==> config.mk <==
export PLATFORM = sky130hd
export DESIGN_NAME = shift_seq_ctrl
export DESIGN_NICKNAME = d
export VERILOG_FILES = /design/src/rtl/shift_seq_ctrl.sv
export SDC_FILE = /design/constraint.sdc
export NUM_CORES = 1
export LEC_CHECK = 0
export BUFFER_PORTS_ARGS = -buffer_cell sky130_fd_sc_hd__buf_2
export CAP_MARGIN = 10
export CORE_ASPECT_RATIO = 0.9
export CORE_MARGIN = 2
export CORE_UTILIZATION = 45
export CTS_CLUSTER_SIZE = 14
export DETAILED_ROUTE_END_ITERATION = 8
export PLACE_DENSITY = 0.74
export RECOVER_POWER = 50
export SLEW_MARGIN = 40
export SYNTH_ARGS = -nofsm -noshare
export SYNTH_HDL_FRONTEND = slang
export SYNTH_SLANG_ARGS = --single-unit
==> constraint.sdc <==
create_clock -name clk -period 1.5 [get_ports clk]
set_input_delay 0.225 -clock clk [delete_from_list [all_inputs] [get_ports clk]]
set_output_delay 0.225 -clock clk [all_outputs]
set_load 0.1 [all_outputs]
==> src/rtl/shift_seq_ctrl.sv <==
// shift_seq_ctrl: command sequencer for a bidirectional shift register.
// It accepts a one-cycle command in IDLE and latches it. It then drives one
// parallel-load cycle followed by the programmed number of shift cycles, and
// signals completion with a one-cycle done pulse. Every output is a flop. Each
// output's next value is derived from the next state, so a strobe is visible
// during the same cycle in which its state is active.
module shift_seq_ctrl #(
  parameter int WIDTH = 4,
  parameter int CNT_W = 3
) (
  input  logic             clk,
  input  logic             reset,
  input  logic             start,
  input  logic             dir,
  input  logic [WIDTH-1:0] load_val,
  input  logic [WIDTH-1:0] ser_bits,
  input  logic [CNT_W-1:0] count,
  input  logic             abort,
  output logic             busy,
  output logic             done,
  output logic             sr_load,
  output logic [WIDTH-1:0] sr_load_data,
  output logic             sr_shift_en,
  output logic             sr_sel,
  output logic             sr_in,
  output logic [CNT_W-1:0] shift_cnt
);

  typedef enum logic [1:0] {S_IDLE, S_LOAD, S_SHIFT, S_DONE} state_t;

  localparam logic [CNT_W-1:0] MAX_CNT = CNT_W'(WIDTH);

  state_t           state_reg, state_next;
  logic             dir_reg, dir_next;
  logic [WIDTH-1:0] load_reg, load_next;
  logic [WIDTH-1:0] bits_reg, bits_next;
  logic [CNT_W-1:0] cnt_reg, cnt_next;
  logic [CNT_W-1:0] shift_cnt_reg, shift_cnt_next;
  logic             busy_reg, busy_next;
  logic             done_reg, done_next;
  logic             sr_load_reg, sr_load_next;
  logic             sr_shift_en_reg, sr_shift_en_next;
  logic             sr_in_reg, sr_in_next;

  // State, latched command and registered outputs; active-low sync reset wins.
  always_ff @(posedge clk) begin
    if (!reset) begin
      state_reg       <= S_IDLE;
      dir_reg         <= 1'b0;
      load_reg        <= '0;
      bits_reg        <= '0;
      cnt_reg         <= '0;
      shift_cnt_reg   <= '0;
      busy_reg        <= 1'b0;
      done_reg        <= 1'b0;
      sr_load_reg     <= 1'b0;
      sr_shift_en_reg <= 1'b0;
      sr_in_reg       <= 1'b0;
    end else begin
      state_reg       <= state_next;
      dir_reg         <= dir_next;
      load_reg        <= load_next;
      bits_reg        <= bits_next;
      cnt_reg         <= cnt_next;
      shift_cnt_reg   <= shift_cnt_next;
      busy_reg        <= busy_next;
      done_reg        <= done_next;
      sr_load_reg     <= sr_load_next;
      sr_shift_en_reg <= sr_shift_en_next;
      sr_in_reg       <= sr_in_next;
    end
  end

  // Next-state logic: abort only matters while a command is active.
  always_comb begin
    state_next = state_reg;
    case (state_reg)
      S_IDLE:  if (start) state_next = S_LOAD;
      S_LOAD: begin
        if (abort)                 state_next = S_IDLE;
        else if (cnt_reg != '0)    state_next = S_SHIFT;
        else                       state_next = S_DONE;
      end
      S_SHIFT: begin
        if (abort)                                   state_next = S_IDLE;
        else if (shift_cnt_reg == cnt_reg - CNT_W'(1)) state_next = S_DONE;
      end
      S_DONE:  state_next = S_IDLE;
      default: state_next = S_IDLE;
    endcase
  end

  // Output logic: command latching, shift counting and next values of the strobes.
  always_comb begin
    dir_next       = dir_reg;
    load_next      = load_reg;
    bits_next      = bits_reg;
    cnt_next       = cnt_reg;
    shift_cnt_next = shift_cnt_reg;
    if (state_reg == S_IDLE && start) begin
      dir_next       = dir;
      load_next      = load_val;
      bits_next      = ser_bits;
      cnt_next       = (count > MAX_CNT) ? MAX_CNT : count;
      shift_cnt_next = '0;
    end
    // The shift in an abort cycle still reaches the register, so it is counted.
    if (state_reg == S_SHIFT) begin
      shift_cnt_next = shift_cnt_reg + CNT_W'(1);
    end
    busy_next        = (state_next != S_IDLE);
    done_next        = (state_next == S_DONE);
    sr_load_next     = (state_next == S_LOAD);
    sr_shift_en_next = (state_next == S_SHIFT);
    sr_in_next       = (state_next == S_SHIFT) &&
                       (|(bits_next & (WIDTH'(1) << shift_cnt_next)));
  end

  assign busy         = busy_reg;
  assign done         = done_reg;
  assign sr_load      = sr_load_reg;
  assign sr_load_data = load_reg;
  assign sr_shift_en  = sr_shift_en_reg;
  assign sr_sel       = dir_reg;
  assign sr_in        = sr_in_reg;
  assign shift_cnt    = shift_cnt_reg;

endmodule

# After elaboration in Yosys (flattened, before gate mapping)
# Index checks and enable logic that the tools add are counted.
# Widths: inputs -> output; s select.
# classes
magnitude_cmp,1
n_eq_ne,7
muxes,10
n_mul,0
addsub,2
div_mod_pow,0
n_reduce_logical,6
n_shift,1
bitwise,1
# op_table
op,count
$mux 3,3
$eq 2x2->1 const B,4
$mux 2,4
$pmux 2 s4,1
$and 4x4->4,1
$eq 2x1->1 const B,2
$mux 4,1
$reduce_or 4->1,1
$shl 1x3->4 const A,1
$add 3x1->3 const B,1
$eq 3x3->1,1
$gt 3x3->1 const B,1
$reduce_bool 3->1,1
$sub 3x1->3 const B,1
$logic_and 1x1->1,2
$logic_not 2->1,1
$reduce_bool 2->1,1
$mux 1,1
# totals
rom_bits,0
input_bits,16
word_cells,39
ramBits,0
ff_bits,22
mem_count,0
latch_bits,0

# Longest topological paths before layout
# depth
word_depth,8
ltp_mapped,6
depth_no_buf,6

# Worst setup path after synthesis
# No wires, ideal clock.
# synth_path
path_type,reg-to-reg
from,reg shift_cnt_reg[0] (netlist: shift_cnt[0])
to,reg sr_in_reg (netlist: sr_in)
path_buffers,1
required_ns,1.413
stages_incl_launch_ff,6
path_slack_ns,-0.555
t_arrival_ns,1.967
period_less_slack_ns,2.055
cell_sequence,dfxtp_1 buf_2 xnor2_1 nor4_2 or2_1 nor4b_2
# synth_via
elab_chain_cells,6
word_cells_on_any_way,12
# synth_rtl
item,line,text
"start, declared",38,"logic [CNT_W-1:0] shift_cnt_reg, shift_cnt_next;"
"start signal, assigned",65,shift_cnt_reg <= shift_cnt_next;
"$add 3x1->3, or another cell as far along",109,shift_cnt_next = shift_cnt_reg + CNT_W'(1);
$mux 3 or $mux 2 (tied branches),"108, 86",
$shl 1x3->4 or $mux 2 (tied branches),"116, 85",
$and 4x4->4 or $pmux 2 s4 (tied branches),"116, 77",
$reduce_or 4->1 or $eq 2x2->1 (tied branches),"116, 115",
$logic_and 1x1->1 *,115,sr_in_next = (state_next == S_SHIFT) &&
"end signal, assigned",70,sr_in_reg <= sr_in_next;
"end, declared",43,"logic sr_in_reg, sr_in_next;"
# Mark *: on every way between the ends. The rest lies on a longest branch, timed or not.
# A chain may end at the register's enable or synchronous reset.

# Final worst setup path
# layout_path
from,reg cnt_reg[1]
to,reg sr_in_reg (netlist: sr_in)
# layout_via
elab_chain_cells,7
word_cells_on_any_way,10
# layout_rtl
item,line,text
"start, declared",37,"logic [CNT_W-1:0] cnt_reg, cnt_next;"
"start signal, assigned",64,cnt_reg <= cnt_next;
$sub 3x1->3,86,else if (shift_cnt_reg == cnt_reg - CNT_W'(1)) state_next = S_DONE;
$eq 3x3->1,86,
$mux 2,86,
$mux 2,85,if (abort) state_next = S_IDLE;
$pmux 2 s4 *,77,case (state_reg)
$eq 2x2->1 *,115,
$logic_and 1x1->1 *,115,
# Marks and branches as above.

==> results_dict.tcl <==
set metrics [dict create \
    status "complete, but fails checks" \
    failed_checks "negative setup slack" \
    total_non_filler_cell_area_in_the_finished_layout_sq_um 1287 \
    cp_max_fo 2 \
    postSynthAreaPerCell_sq_um 9.366 \
    timing.hold.worst.class "in -> reg" \
    cts-htree-levels 1 \
    number_of_sinks_driven_by_the_clock_tree 22 \
    rsz0062_at_grt "true" \
    worstPathCellList "inv_2, ha_4, xnor2_1, nor4_4, or2_1, nor4b_2" \
    slew_viol_final 0 \
    synthCells 107 \
    place.port_buffers 28 \
    placement_cell_area_sq_um 1216 \
    clockBufferDepth 2 \
    grt-ovfl-total 0 \
    floorplan.die.width_um 53.75 \
    yosysUniqueCellTypes 28 \
    die_area_sq_um 2621 \
    num_io_pins 29 \
    timing.final.setup_violations 1 \
    post_route_clock_period_utilization_pct 101.7 \
    yosysWarnings 0 \
    preCtsSetupSlack_ns -0.09352 \
    post_route_minimum_period_ns 1.525 \
    route.detailed.drc 0 \
    comb_power_share_pct 25.7 \
    final_nets 163 \
    cts_tree "built" \
    route.antenna.remaining_nets 0 \
    clk_transition_reported_paths_ns 0.12 \
    worst_path_largest_cell_delay_ns 0.35 \
    detail_route.iter0.violations 9 \
    ys_seq_area_share_pct 43.95 \
    number_of_cells_traversed_by_the_worst_register_to_register_path 6 \
    min_to "done" \
    worst_hold_path.num_cells 2 \
    detailedRoute.firstPassIterationCount 2 \
    hold_path_startpoint "abort" \
    ff2ff_setup_slack_ns -0.03 \
    grt_start_max_net_pins 18 \
    row_count 16 \
    fin_worst_skew_ns 0.004441 \
    number_of_global_route_vias_before_repair 808 \
    gp_congestion 0.7450 \
    multi_input_area_sq_um 550.5 \
    ys_seq_elements 22 \
    dp_hpwl_mm 1.580 \
    cp_top_delay_family "simple AND/OR/NAND/NOR gates" \
    max_cap_violations 0 \
    post-route-worst-setup-slack_ns -0.02515 \
    crit-reg2reg-capture "sr_in" \
    cts_buffers 3 \
    critical_path_arrival_ns 1.75 \
    power.share.switching_pct 34.04 \
    track_usage_pct 17.89 \
    critical_path_required_ns 1.73 \
    powerDensity_nw_per_um2 956.9 \
    route.final.wire_length_mm 2.062 \
    clkLatencyLatePin_ns 0.31 \
    clock_tree.root_cell "clkbuf_4" \
    fin_tns_setup_ns -0.02515 \
    worst_r2r_src "cnt_reg[1]" \
    power.leakage_nw 0.5653 \
    num_antenna_cells 0 \
    netSwitchingPower_mw 0.4194 \
    coreArea_sq_um 2142 \
    fillerInstances 194 \
    transition_time_at_the_pin_with_the_least_slew_margin_ns 0.5406 \
    worstSetupEndpointType "register" \
    detailroute.via_count 846 \
    internal_power_mw 0.8126 \
    timing.hold.ws_ns 0.1269 \
    netlist_area_sq_um 1002 \
    area.growth.synth_to_final_pct 28.46 \
    critical_path.slowest_cell "dfxtp_2" \
    initial_utilization_pct 46.79 \
    total_power_draw_mw 1.232 \
    die-height_um 48.77 \
    worst-path-buf-inv 1 \
    max_slew_margin_pct 64.12 \
    layout-drive-gt1-share_pct 38.46 \
    antenna_found_initial 0 \
    wire_per_inst_um 12.13 \
    worstSetupPathType "reg -> reg" \
    first_pass_grt_wire_length_mm 3.477 \
    max-vdd-ir-drop_v 0.0005928 \
    startpoint_type "register" \
    synth_fp_nets 126 \
    avgViaCountPerCell 4.976 \
    sequentialPowerShare_pct 51.3 \
    finalHoldViolCount 0 \
    cts_hold_buf 0 \
    power_frac_clock_pct 23.0 \
    clock.fmax_ghz 0.6557 \
    ff_latch_area_sq_um 455.4 \
]
==> repair_timing <==
| item | 4_1_cts | 5_1_grt |
|---|---|---|
| pin swaps | 6 | 2 |
| setup buffers | 1 | 1 |
| endpoints found under the setup margin | 5 | 8 |
| gates resized for setup | 8 | 2 |
==> cells by family (layout without fill, tap and decap cells) <==
group | count (synthesis) | after routing | synth area share, %
AND/OR/NAND/NOR | 43 | 43 | 22.22
AO/OA/AOI/OAI | 19 | 19 | 14.11
buffers and inverters | 9 | 45 | 3.869
XOR/XNOR | 4 | 4 | 4.994
multiplexers | 7 | 7 | 7.116
adder cells (fa/ha/maj) | 3 | 3 | 3.746
flip-flops | 22 | 22 | 43.94
==> synth_stat cells, drive strengths merged <==
library cell  number  share of area, %
mux2i              6               6.0
o21bai             1              0.75
nor4b              1               1.5
o21ai              1              0.87
xor3               1               2.4
nand2             24               9.0
dfxtp             22                44
buf                2               1.2
clkbuf             3               1.1
nand3b             2               1.5
xnor2              3               2.6
nor2b              3               1.9
a21boi            12               9.0
nor3               1              0.50
nand2b             2               1.2
or3b               1              0.87
or2                2               1.2
and2               1              0.62
or4bb              1               1.1
ha                 3               3.7
inv                4               1.5
nor4               1               1.2
a21oi              1              0.50
nor2               4               1.5
a22oi              4               3.0
mux2               1               1.1
==> stage by stage <==
stage / utilization, % / cells
floorplan: - / 107
global placement: 56.78 / 164
detailed placement: 56.78 / 164
CTS: 59.40 / 169
global route: 60.11 / 170
finish: 60.11 / 170
==> power by group through the flow <==
stage	clock (mW)	combinational, mW	sequential (mW)
floorplan	0	0.110	0.766
global placement	0	0.302	0.642
detailed placement	0	0.309	0.644
CTS	0.284	0.316	0.632
global route	0.313	0.341	0.639
finish	0.283	0.317	0.632
==> cells in the final DEF (no fill, tap or decap), types with 4 or more instances in the layout <==
master    instances
mux2i_1           6
clkbuf_4          4
nand2_1          24
a22oi_1           4
buf_2            20
a21boi_0         12
dfxtp_1          16
buf_4             8
clkbuf_2          7
nor2_1            4
==> how the worst max path moves through the flow <==
stage / startpoint / to / cells past startpoint
global placement: cnt_reg[0] / done / 6
CTS: shift_cnt[0] / shift_cnt[0] / 2
floorplan: shift_cnt[0] / sr_in / 5
global route: cnt_reg[1] / sr_in / 6
finish: cnt_reg[1] / sr_in / 6
detailed placement: cnt_reg[0] / done / 6
==> worst reg2reg max path, delay by kind of cell (launching register included) <==
family,cells,cell delay (ns)
xor+xnor,1,0.27
flops,1,0.35
fa+ha+maj,1,0.23
simple gates,3,0.54
buf+inv,1,0.05
==> area by class of cell <==
| cell class | instances | share of cell area (%) |
|---|---|---|
| multi-input combinational | 76 | 42.76 |
| tap | 27 | 2.624 |
| inverter | 4 | 1.166 |
| clock buffer | 4 | 2.041 |
| timing repair buffer | 37 | 16.04 |
| sequential | 22 | 35.37 |
==> routing by layer <==
metal  track usage [%]  vias up  part of all wire (%)
li1                  -      431                     -
met1             21.18      393                    42
met2             30.89       20                    53
met3             6.442        2                   5.1
met4             2.564        0                  0.78
met5                 0        -                     0
No activity file was read; power rests on OpenSTA's default activity.
